<file path="src/rtl/pipe_hazard_ctrl.sv">
// rtl/pipe_hazard_ctrl.sv - stall/flush controller for the 5-stage RV32I pipeline
//
// Central hazard controller. It resolves load-use hazards, EX-stage redirects,
// fetch latency and data-memory wait states. It also drops stale wrong-path
// fetch responses and counts stall cycles.
//
// Ports:
//   ACLK, ARESETn            clock, asynchronous active-low reset
//   id_rs1_i/id_rs2_i        source register indices of the instruction in ID
//   id_use_rs1_i/_rs2_i      ID instruction actually reads rs1/rs2
//   ex_rd_i, ex_mem_read_i   destination and load flag of the instruction in EX
//   ex_redirect_i            EX resolved a taken branch/jump this cycle
//   imem_valid_i/_ready_o    fetch response handshake
//   dmem_req_i/_done_i       MEM-stage access pending / completing
//   *_stall_o, *_flush_o     pipeline register enables (flush wins in buffers)
//   cnt_clr_i                synchronous clear of the stall counter
//   stall_cycles_o           saturating count of cycles with pc_stall_o=1
module pipe_hazard_ctrl #(
  parameter int REG_W = 5,
  parameter int CNT_W = 32
) (
  input  logic             ACLK,
  input  logic             ARESETn,
  input  logic [REG_W-1:0] id_rs1_i,
  input  logic [REG_W-1:0] id_rs2_i,
  input  logic             id_use_rs1_i,
  input  logic             id_use_rs2_i,
  input  logic [REG_W-1:0] ex_rd_i,
  input  logic             ex_mem_read_i,
  input  logic             ex_redirect_i,
  input  logic             imem_valid_i,
  output logic             imem_ready_o,
  input  logic             dmem_req_i,
  input  logic             dmem_done_i,
  output logic             pc_stall_o,
  output logic             if2id_stall_o,
  output logic             if2id_flush_o,
  output logic             id2ex_stall_o,
  output logic             id2ex_flush_o,
  output logic             ex2mem_stall_o,
  output logic             mem2wb_flush_o,
  input  logic             cnt_clr_i,
  output logic [CNT_W-1:0] stall_cycles_o
);

  typedef enum logic {RUN = 1'b0, DISCARD = 1'b1} state_t;

  state_t           state_q, state_d;
  logic [CNT_W-1:0] stall_cnt_q, stall_cnt_d;

  logic dwait;
  logic lu;

  assign dwait = dmem_req_i & ~dmem_done_i;

  // x0 is hardwired to zero, so a load targeting it never creates a dependency.
  assign lu = ex_mem_read_i & (ex_rd_i != '0) &
              ((id_use_rs1_i & (id_rs1_i == ex_rd_i)) |
               (id_use_rs2_i & (id_rs2_i == ex_rd_i)));

  // State register and stall counter
  always_ff @(posedge ACLK or negedge ARESETn) begin
    if (!ARESETn) begin
      state_q     <= RUN;
      stall_cnt_q <= '0;
    end else begin
      state_q     <= state_d;
      stall_cnt_q <= stall_cnt_d;
    end
  end

  // Next-state logic
  always_comb begin
    state_d = state_q;
    if (!dwait) begin
      case (state_q)
        // Only the stale wrong-path word ends DISCARD; a further redirect
        // leaves the one outstanding fetch still pending.
        DISCARD: if (imem_valid_i) state_d = RUN;
        // A redirect with no response in hand leaves a wrong-path fetch in flight.
        RUN:     if (ex_redirect_i && !imem_valid_i) state_d = DISCARD;
        default: state_d = RUN;
      endcase
    end
  end

  // Output logic
  always_comb begin
    pc_stall_o     = 1'b0;
    if2id_stall_o  = 1'b0;
    if2id_flush_o  = 1'b0;
    id2ex_stall_o  = 1'b0;
    id2ex_flush_o  = 1'b0;
    ex2mem_stall_o = 1'b0;
    mem2wb_flush_o = 1'b0;
    imem_ready_o   = 1'b1;
    if (dwait) begin
      // Full freeze. EX is held, so a pending redirect is replayed once MEM completes.
      pc_stall_o     = 1'b1;
      if2id_stall_o  = 1'b1;
      id2ex_stall_o  = 1'b1;
      ex2mem_stall_o = 1'b1;
      mem2wb_flush_o = 1'b1;
      imem_ready_o   = 1'b0;
    end else if (state_q == DISCARD) begin
      pc_stall_o    = 1'b1;
      if2id_flush_o = 1'b1;
      id2ex_flush_o = ex_redirect_i;
    end else if (ex_redirect_i) begin
      if2id_flush_o = 1'b1;
      id2ex_flush_o = 1'b1;
    end else if (lu) begin
      // Hold the fetch response so the held ID instruction is not overwritten.
      pc_stall_o    = 1'b1;
      if2id_stall_o = 1'b1;
      id2ex_flush_o = 1'b1;
      imem_ready_o  = 1'b0;
    end else if (!imem_valid_i) begin
      pc_stall_o    = 1'b1;
      if2id_flush_o = 1'b1;
    end
  end

  // Stall counter: clear wins over increment, saturates at all-ones.
  always_comb begin
    stall_cnt_d = stall_cnt_q;
    if (cnt_clr_i) begin
      stall_cnt_d = '0;
    end else if (pc_stall_o && (stall_cnt_q != {CNT_W{1'b1}})) begin
      stall_cnt_d = stall_cnt_q + {{(CNT_W-1){1'b0}}, 1'b1};
    end
  end

  assign stall_cycles_o = stall_cnt_q;

endmodule

</file>
<file path="config.mk">
export PLATFORM = sky130hd
export DESIGN_NAME = pipe_hazard_ctrl
export DESIGN_NICKNAME = d
export VERILOG_FILES = /design/src/rtl/pipe_hazard_ctrl.sv
export SDC_FILE = /design/constraint.sdc
export NUM_CORES = 1
export LEC_CHECK = 0
export CORE_UTILIZATION = 40
export CTS_BUF_LIST = sky130_fd_sc_hd__clkbuf_8 sky130_fd_sc_hd__clkbuf_16
export CTS_CLUSTER_DIAMETER = 200
export DETAILED_ROUTE_END_ITERATION = 16
export PLACE_DENSITY_LB_ADDON = 0.05
export SLEW_MARGIN = 20
export SYNTH_ARGS = -nofsm -noshare
export SYNTH_HDL_FRONTEND = slang
export SYNTH_SLANG_ARGS = --single-unit
</file>
<file path="constraint.sdc">
create_clock -name ACLK -period 2.15 [get_ports ACLK]
set_input_delay 0.43 -clock ACLK [delete_from_list [all_inputs] [get_ports ACLK]]
set_output_delay 0.43 -clock ACLK [all_outputs]
set_load 0.1 [all_outputs]
</file>
==> results of run 1 <==
[synth_stat cells (all sizes together) (2+ instances only)]
library cell  count  area, sq um
mux2              8        90.09
nand4            15        100.1
clkbuf            7        26.28
dfrtp            33        825.8
nor2b             9        56.30
nor3              5        25.02
nand3            15        80.08
a21oi            30        153.9
inv               7        26.28
nand2            12        45.04
o21ai            14        70.07
xnor2            10        87.58
and3              4        30.03
and2              2        12.51
o31ai             9        67.56
or3              14        93.84
or4              10        75.07
and4              6        53.80
nor2             16        60.06
o41ai             2        17.52
nor4              4        31.28
buf               8        53.80
[sequential cells by signal (all words and copies together) (netlist names)]
| signal | count |
|---|---|
| stall_cycles_o | 32 |
| state_q | 1 |
[where the power goes]
group	switching [W]	internal (W)
sequential	0.00000654	0.000630
combinational	0.000271	0.000223
clock	0.000226	0.000249
total	0.000504	0.00110
[routing by layer]
| metal | vias to the layer above | GRT usage (%) | wire length (um) |
|---|---|---|---|
| li1 | 1140 | - | - |
| met1 | 1139 | 32.47 | 2867 |
| met2 | 78 | 37.04 | 3179 |
| met3 | 9 | 4.418 | 321 |
| met4 | 0 | 4.733 | 76 |
| met5 | - | 0 | 0 |
[how the worst max path moves through the flow]
| stage | end | slack [ns] | cells past startpoint |
|---|---|---|---|
| after floorplan | if2id_stall_o | -0.66 | 4 |
| after global placement | id2ex_flush_o | -0.49 | 8 |
| after detailed placement | id2ex_flush_o | -0.52 | 8 |
| after CTS | if2id_flush_o | -0.16 | 7 |
| after global routing | if2id_flush_o | -0.14 | 7 |
| final | if2id_flush_o | -0.09 | 7 |
[cells in the final DEF (no fill, tap or decap), types with 5 or more instances in the layout]
master            n
or3_1             9
nand3_1          14
xnor2_1           5
nand2_1          12
inv_1             5
a21oi_2          14
o21ai_0          12
clkbuf_8          6
clkdlybuf4s15_1   5
mux2_2            8
clkdlybuf4s50_1   5
or4_4             9
dfrtp_2           5
buf_6             5
dfrtp_4          27
buf_4            69
a21oi_1          14
o31ai_1           9
nor2b_1           8
nor2_1           13
buf_12           12
nand4_1          14
xnor2_2           5
[cell type report]
class	count	share of cell area, %
clock inverter	1	0.09997
multi-input combinational	193	40.12
clock buffer	6	2.199
timing repair buffer	113	29.69
tap	70	2.333
inverter	7	0.6998
sequential	33	24.86
[metrics by stage]
step                cell area [sq um]  utilization, %  instances
finish                           3755           73.05        423
global placement                 3253           63.29        398
detailed placement               3253           63.29        398
CTS                              3507           68.23        413
global route                     3755           73.05        423
floorplan                        2356               -        248
[worst max-delay path, cell delays in order]
cell and delay, ns:
buf_8 0.10, or4_4 0.54, o21ai_4 0.17, nor2b_4 0.07, o21a_1 0.17, nor2_2 0.13
buf_12 0.19
[logic make-up after synthesis]
group / after synthesis
simple gates: 116
buf+inv: 22
mux: 8
compound gates: 58
flops: 33
fa+ha+maj: 1
xor+xnor: 10
[what timing repair did]
item                                    4_1_cts  5_1_grt
gates cloned                                  3        0
gates resized for setup                      52       53
pin swaps                                    23       35
buffers inserted                              6       10
endpoints found under the setup margin       35       30
==> results.ini, run 1 <==
[run_status]
outcome = finished, violations left
violations = setup timing

[global_route]
grt-ovfl-total = 0
grt_max_degree = 41
antenna_found_initial = 0
grt_pass1_wl_mm = 10.10
grt_pass1_vias = 2162
grtUsageTotal_pct = 23.04

[final_layout]
n_antenna_cell = 0
nFillCells = 405
multi_input_area_sq_um = 1506
drive_gt1_share_pct = 58.07
final_nets = 379
ff_latch_area_sq_um = 933.4
area_growth_pct = 74.88

[synth]
syn-num-nets = 274
synth-edff-count = 0
synth_xor_area_share_pct = 4.079
synth_async_sr_flop_share_pct = 100.0
yosys.area_share.adder_pct = 0.5828
synth_cell_types = 40
ys_seq_area_share_pct = 38.46
syn_area_sq_um = 2147
synth_seq_cells = 33
synthSimpleGateAreaFrac_pct = 32.34
synth_compound_area_share_pct = 15.38
syn_area_per_cell_sq_um = 8.657
syn_inst = 248
synth_mux_area_share_pct = 4.196
ys.flop_type = dfrtp_1
synth_top_family_by_area = simple AND/OR/NAND/NOR gates
yosys_warnings = 0

[detailed_routing]
firstDrtPassIters = 4
drc = 0
wl_per_cell_um = 15.24
viasPerCell = 5.593
drt_iter0_drc = 107
vias = 2366
finalWirelength_mm = 6.446
drtAntennaViolNets = 0

[clocking]
cts_hold_buf = 0
cts.sinks = 33
cts_buffer_depth = 2
cts-buffers-inserted = 5
cts_tree = done
cts_root_buffer = clkbuf_8
clk_pin_slew_worst_paths_ns = 0.07
clk_latency_ns = 0.28
ctsHtreeMaxLevel = 2

[worst_setup_path]
critPathMaxFanout = 3
cp.required_ns = 1.72
r2r_slack_ns = -0.01
worstPathArrival_ns = 1.81
critPathLaunch = ex_rd_i[2]
r2r-start = stall_cycles_o[0]$_DFFE_PN0P_
r2r_cells = 6
r2r-end = stall_cycles_o[24]$_DFFE_PN0P_
critPathLaunchType = input port
endpoint_kind = output port
worst-setup-path-type = input port to output port

[die]
die_y_um = 75.27
start_util_pct = 41.77
core-area_sq_um = 5140
die_w_um = 75.27
placementRows = 26
top_level_ports = 65
dieArea_sq_um = 5665

[placement]
dp_slack_ns = -0.5216
numPortBuffers = 64
place.gp.congestion = 0.7990
dp_hpwl_mm = 4.182

[sta]
timing.hold.ws_ns = 0.5550
tns_ns = -0.2250
finClkSkew_ns = 0.006970
min_period_ns = 2.244
rsz0062_at_grt = true
hold_viol = 0
maxSlewViolCount = 0
finalWorstSetupSlack_ns = -0.09390
worst_pin_slew_ns = 0.4260
fmax_ghz = 0.4457
fin_crit_sh_pct = 104.4
setup_viol = 5
maxSlewHeadroom_pct = 71.36

[job]
cap_violations = 0

[power]
p_leak_nw = 1.510
finalPower_w = 0.001606
cellPowerDensity_nw_per_um2 = 427.8
irDropWorstVdd_mv = 0.2986

[min_path]
hold_class = input port to asynchronous set/reset pin

(Power assumes the default switching activity.)
==> run 2: changes to the inputs <==
CAP_MARGIN = 15   (was default)
CORE_UTILIZATION = 43   (was 40)
clock period = 1.81 ns   (was 2.15 ns; I/O delays follow)
==> results.ini, run 2 <==
[placement]
numPortBuffers = 64
dp_hpwl_mm = 5.419
dp.cells = 432
place.gp.congestion = 0.8018

[clocking]
cts-buffers-inserted = 5
cts_buffer_depth = 2
cts_hold_buf = 0
ctsHtreeMaxLevel = 2
cts_root_buffer = clkbuf_8
cts.sinks = 33

[synth]
synth_mux_area_share_pct = 4.196
syn_area_per_cell_sq_um = 8.657
synth_async_sr_flop_share_pct = 100.0
ys.flop_type = dfrtp_1
synth_top_family_by_area = simple AND/OR/NAND/NOR gates
synthTopCellsByCount = dfrtp_1, a21oi_1, nor2_1
synth_cell_types = 40
yosys.area_share.adder_pct = 0.5828
synthTopCellsByArea = dfrtp_1, a21oi_1, mux2_2, nand4_1, xnor2_1
ys_seq_area_share_pct = 38.46
yosysMostFrequentCell = dfrtp_1
synthSimpleGateAreaFrac_pct = 32.34
synth_top_cell_by_area = dfrtp_1
synth_top_area_share_pct = 38.46
syn-num-nets = 274
synth_xor_area_share_pct = 4.079
synth_seq_cells = 33
synth-edff-count = 0
syn_area_sq_um = 2147
yosys_warnings = 0
syn_inst = 248
synth_compound_area_share_pct = 15.38

[run_status]
failed_stage = global routing (5_1_grt)
outcome = aborted with a tool error
tool.error = [ERROR DPL-0038] Utilization greater than 100%, impossible to legalize

[die]
start_util_pct = 45.16
die_y_um = 72.66
die_w_um = 72.66
placementRows = 25
top_level_ports = 65

[sta]
worst_endpoint = stall_cycles_o[26]$_DFFE_PN0P_/D
endpoint_type = register data pin

[global_route]
grt_max_degree = 41

run 2: cells by family after synthesis:
family / count (synthesis)
XOR/XNOR: 10
AO/OA/AOI/OAI: 58
multiplexers: 8
adder cells (fa/ha/maj): 1
flip-flops: 33
AND/OR/NAND/NOR: 116
buffers and inverters: 22
run 2: repair_timing:
item                       4_1_cts
gates cloned                     1
setup buffers                   15
hold endpoints to repair         0
setup endpoints to repair       40
gates resized for setup        111
pin swaps                       46
run 2: stage by stage:
stage / util, % / hold slack [ns] / cell area, sq um / worst slack (ns)
after floorplan: - / 0.06641 / 2476 / -0.8864
after global placement: 84.92 / 0.5356 / 4038 / -0.7012
after detailed placement: 84.92 / 0.5791 / 4038 / -0.8825
after CTS: 94.08 / 0.5109 / 4473 / -0.3450
==> run 3: changes to the inputs <==
CORE_UTILIZATION = 30   (was 43)
CTS_BUF_LIST = default   (was sky130_fd_sc_hd__clkbuf_8 sky130_fd_sc_hd__clkbuf_16)
CTS_CLUSTER_DIAMETER = default   (was 200)
PLACE_DENSITY_LB_ADDON = 0.15   (was 0.05)
clock period = 2.4 ns   (was 1.81 ns; I/O delays follow)
==> results.ini, run 3 (synthesis results as in run 1) <==
[detailed_routing]
drt_iter0_drc = 58
drtAntennaViolNets = 0
wl_per_cell_um = 13.63
viasPerCell = 5.193
finalWirelength_mm = 5.723
vias = 2181
firstDrtPassIters = 4
drc = 0

[final_layout]
final_common_cell = buf_4
multi_input_area_sq_um = 1292
ff_latch_area_sq_um = 894.6
drive_gt1_share_pct = 39.81
nFillCells = 697
final_core_util_pct = 46.61
largest_register_ffs = 32
instances_no_fill = 420
final_nets = 350
final_cell_mix = buf_4, a21oi_1, dfrtp_2
n_antenna_cell = 0
area_growth_pct = 49.13

[sta]
worst_pin_slew_ns = 0.4857
rsz0062_at_grt = false
hold_viol = 0
setup_viol = 0
min_period_ns = 2.350
maxSlewViolCount = 0
maxSlewHeadroom_pct = 67.32
finClkSkew_ns = 0.005540
fin_crit_sh_pct = 97.92
timing.hold.ws_ns = 0.5654
fmax_ghz = 0.4255

[clocking]
cts_hold_buf = 0
cts_root_buffer = clkbuf_8
clk_pin_slew_worst_paths_ns = 0.06
ctsHtreeMaxLevel = 2
clk_latency_ns = 0.28
cts-buffers-inserted = 5
cts_buffer_depth = 2
cts_tree = done
cts.sinks = 33

[global_route]
antenna_found_initial = 0
grt_pass1_wl_mm = 9.777
grt_max_degree = 34
grt-ovfl-total = 0
grt_pass1_vias = 2100
grtUsageTotal_pct = 16.45

[worst_setup_path]
critPathLaunchType = input port
critPathMaxFanout = 3
cp.required_ns = 1.92
worst-setup-path-type = input port to output port
max_stage_delay_ns = 0.54
cp_cell_sequence = buf_2, or4_4, o21ai_4, nor2b_4, o21a_1, nor2_4, buf_12
endpoint_kind = output port
slowest_stage = or4_4
worstPathArrival_ns = 1.87

[placement]
dp_hpwl_mm = 4.195
numPortBuffers = 64
place.gp.congestion = 0.7769
dp.cells = 412

[die]
die_w_um = 86.60
start_util_pct = 31.26
placementRows = 30
dieArea_sq_um = 7500
die_y_um = 86.60
top_level_ports = 65
core-area_sq_um = 6869

[power]
cellPowerDensity_nw_per_um2 = 418.0
finalPower_w = 0.001338
irDropWorstVdd_mv = 0.1992
p_leak_nw = 1.244

[job]
cap_violations = 0

[run_status]
outcome = complete, no violations

[min_path]
hold_class = flip-flop to flip-flop

-- run 3: final cells by class --
cell class | instances | area share (%)
inverter | 7 | 0.8206
sequential | 33 | 27.94
tap | 96 | 3.751
timing repair buffer | 84 | 24.42
clock buffer | 7 | 2.696
multi-input combinational | 193 | 40.37
-- run 3: worst paths after layout --
path                                          startpoint                              to  slack, ns  depth (start not counted)
setup / recovery                              ex_rd_i[4]                   if2id_flush_o       0.05                          7
hold / removal                       state_q$_DFFE_PN0N_             state_q$_DFFE_PN0N_       0.57                          2
setup reg to reg           stall_cycles_o[0]$_DFFE_PN0P_  stall_cycles_o[30]$_DFFE_PN0P_       0.19                          6
hold reg to reg                      state_q$_DFFE_PN0N_             state_q$_DFFE_PN0N_       0.57                          2
max in group asynchronous                        ARESETn  stall_cycles_o[10]$_DFFE_PN0P_       1.43                          2
min in group asynchronous                        ARESETn  stall_cycles_o[14]$_DFFE_PN0P_       0.60                          2
-- run 3: stage by stage --
| step | worst slack [ns] | area, sq um | setup TNS (ns) |
|---|---|---|---|
| finish | 0.04982 | 3202 | 0 |
| global route | 0.009320 | 3202 | 0 |
| CTS | 0.01005 | 3208 | 0 |
| detailed placement | -0.4026 | 3119 | -7.538 |
| global placement | -0.3914 | 3119 | -6.816 |
| floorplan | -0.5312 | 2270 | -0.8629 |
-- run 3: worst max-delay path: cells and delay by family --
family                 cells  cell delay, ns
AO/OA/AOI/OAI              2            0.37
buffers and inverters      2            0.30
AND/OR/NAND/NOR            3            0.71
-- run 3: power by group --
group          total (W)  switching, W  internal [W]
Combinational   0.000339      0.000210      0.000130
Sequential      0.000575     0.0000102      0.000565
Clock           0.000423      0.000196      0.000228
Total            0.00134      0.000416      0.000923
-- run 3: routing by layer --
metal	GRT usage, %	wire length (um)	vias up
met5	0	0	-
met4	5.000	49	0
met3	3.524	259	2
met2	27.06	2758	55
met1	21.66	2656	1047
li1	-	-	1077
-- run 3: what timing repair did --
item                       CTS  global route
pin swaps                   18             8
gates resized for setup     28             4
setup buffers                1             0
setup endpoints to repair    6             4
==> run 4: changes to the inputs <==
clock period = 2.05 ns   (was 2.4 ns; I/O delays follow)
==> results.ini, run 4 (synthesis results as in run 1) <==
[power]
power_switching_w = 0.0005291
irDropWorstVdd_mv = 0.2129
cellPowerDensity_nw_per_um2 = 427.8
power.internal_w = 0.001133
p_clk_share_pct = 33.4
p_seq_share_pct = 40.2
finalPower_w = 0.001662
p_sw_share_pct = 31.83
p_leak_nw = 1.531
p_comb_share_pct = 26.4

[sta]
min_period_ns = 2.200
rsz0062_at_grt = true
worst_pin_slew_ns = 0.4494
timing.hold.ws_ns = 0.5426
setup_viol = 12
maxSlewHeadroom_pct = 70.04
hold_viol = 0
fin_crit_sh_pct = 107.3
maxSlewViolCount = 0
finClkSkew_ns = 0.009328
fmax_ghz = 0.4546
finalWorstSetupSlack_ns = -0.1496

[worst_setup_path]
cp.required_ns = 1.64
worstPathArrival_ns = 1.79
r2r_cells = 6
worst-setup-path-type = input port to output port
endpoint_kind = output port
r2r_slack_ns = -0.03
critPathMaxFanout = 3
r2r-end = stall_cycles_o[24]$_DFFE_PN0P_
critPathLaunchType = input port
r2r-start = stall_cycles_o[0]$_DFFE_PN0P_

[final_layout]
area_growth_pct = 80.94
final_nets = 390
postLayoutCellArea_sq_um = 3885
instances_no_fill = 461
largest_register_ffs = 32
drive_gt1_share_pct = 58.63
n_antenna_cell = 0
final_common_cell = buf_4
final_cell_mix = buf_4, dfrtp_4, a21oi_1

[die]
die_y_um = 86.60
top_level_ports = 65
start_util_pct = 31.26
dieArea_sq_um = 7500
placementRows = 30
die_w_um = 86.60
core-area_sq_um = 6869

[global_route]
grt_pass1_vias = 2250
met2_usage_pct = 30.95
grtUsageMet1_pct = 23.56
grt_pass1_wl_mm = 10.77
grtUsageMet3_pct = 3.619
grt-ovfl-total = 0
grtUsageTotal_pct = 18.44
antenna_found_initial = 0
grt_most_used_layer = met2
grt_max_degree = 46

[clocking]
cts_buffer_depth = 2
cts_root_buffer = clkbuf_8
cts.sinks = 33
cts_tree = done
ctsHtreeMaxLevel = 2
clk_latency_ns = 0.29
clk_pin_slew_worst_paths_ns = 0.07
cts-buffers-inserted = 5
cts_hold_buf = 0

[detailed_routing]
drt_iter0_drc = 148
viasPerCell = 5.145
vias = 2372
drtAntennaViolNets = 0
wl_per_cell_um = 14.82
drc = 0
firstDrtPassIters = 6
finalWirelength_mm = 6.832

[placement]
postPlaceCellArea_sq_um = 3557
dp_hpwl_mm = 4.797
place.gp.congestion = 0.7671
numPortBuffers = 64
dp.cells = 445
dp_slack_ns = -0.5787

[min_path]
hold_class = input port to asynchronous set/reset pin

[job]
cap_violations = 0

[run_status]
violations = setup timing
outcome = finished, violations left

[run 4: changes by cell type in the layout (fill, tap and decap cells not counted), sizes merged]
| cell | delta |
|---|---|
| buf | +44 |
| dlygate4sd2 | -6 |
| clkdlybuf4s15 | +5 |
| clkbuf | -1 |
| clkdlybuf4s50 | -1 |
| clkinv | +1 |
| dlymetal6s2s | -1 |
[run 4: worst max-delay path by stage]
stage / from / endpoint / slack [ns] / cells past startpoint
6_report: ex_rd_i[2] / if2id_stall_o / -0.15 / 8
5_1_grt: ex_rd_i[2] / id2ex_flush_o / -0.20 / 10
4_1_cts: ex_rd_i[2] / if2id_flush_o / -0.20 / 7
3_5_place_dp: ex_rd_i[1] / pc_stall_o / -0.58 / 7
3_3_place_gp: ex_rd_i[1] / pc_stall_o / -0.56 / 7
2_1_floorplan: dmem_done_i / if2id_stall_o / -0.72 / 4
[run 4: repair_timing]
action                                  CTS  global route
endpoints found under the setup margin   40            34
pin swaps                                24            15
gates resized for setup                  55            39
buffers inserted                          3             5
[run 4: metrics by stage]
| stage | util [%] | TNS [ns] |
|---|---|---|
| floorplan | - | -5.256 |
| global placement | 51.79 | -17.58 |
| detailed placement | 51.79 | -18.32 |
| CTS | 53.70 | -0.7961 |
| global route | 56.56 | -2.389 |
| finish | 56.56 | -0.8726 |
[run 4: cell type report]
cell class / count / area (sq um)
fill: 614 / 2984
tap: 96 / 120.1
sequential: 33 / 933.4
timing repair buffer: 124 / 1127
inverter: 7 / 26.28
clock inverter: 1 / 5.005
clock buffer: 7 / 96.34
multi-input combinational: 193 / 1577
[run 4: power groups by stage]
stage	registers [W]	clock network, W	logic, W
6_report	0.000668	0.000554	0.000439
5_1_grt	0.000669	0.000596	0.000463
4_1_cts	0.000668	0.000571	0.000427
3_5_place_dp	0.000683	0	0.000425
3_3_place_gp	0.000683	0	0.000422
2_1_floorplan	0.000727	0	0.000189
[run 4: worst max-delay path, stage by stage]
cell and delay, ns:
buf_8 0.10, or4_4 0.53, o21ai_4 0.17, nor2b_4 0.07
buf_6 0.12, a21oi_4 0.16, inv_2 0.06, buf_12 0.16
[run 4: metal layers]
metal	wire [um]	vias to the layer above
met4	58	0
met2	3538	55
met3	223	5
li1	-	1157
met5	0	-
met1	3012	1155
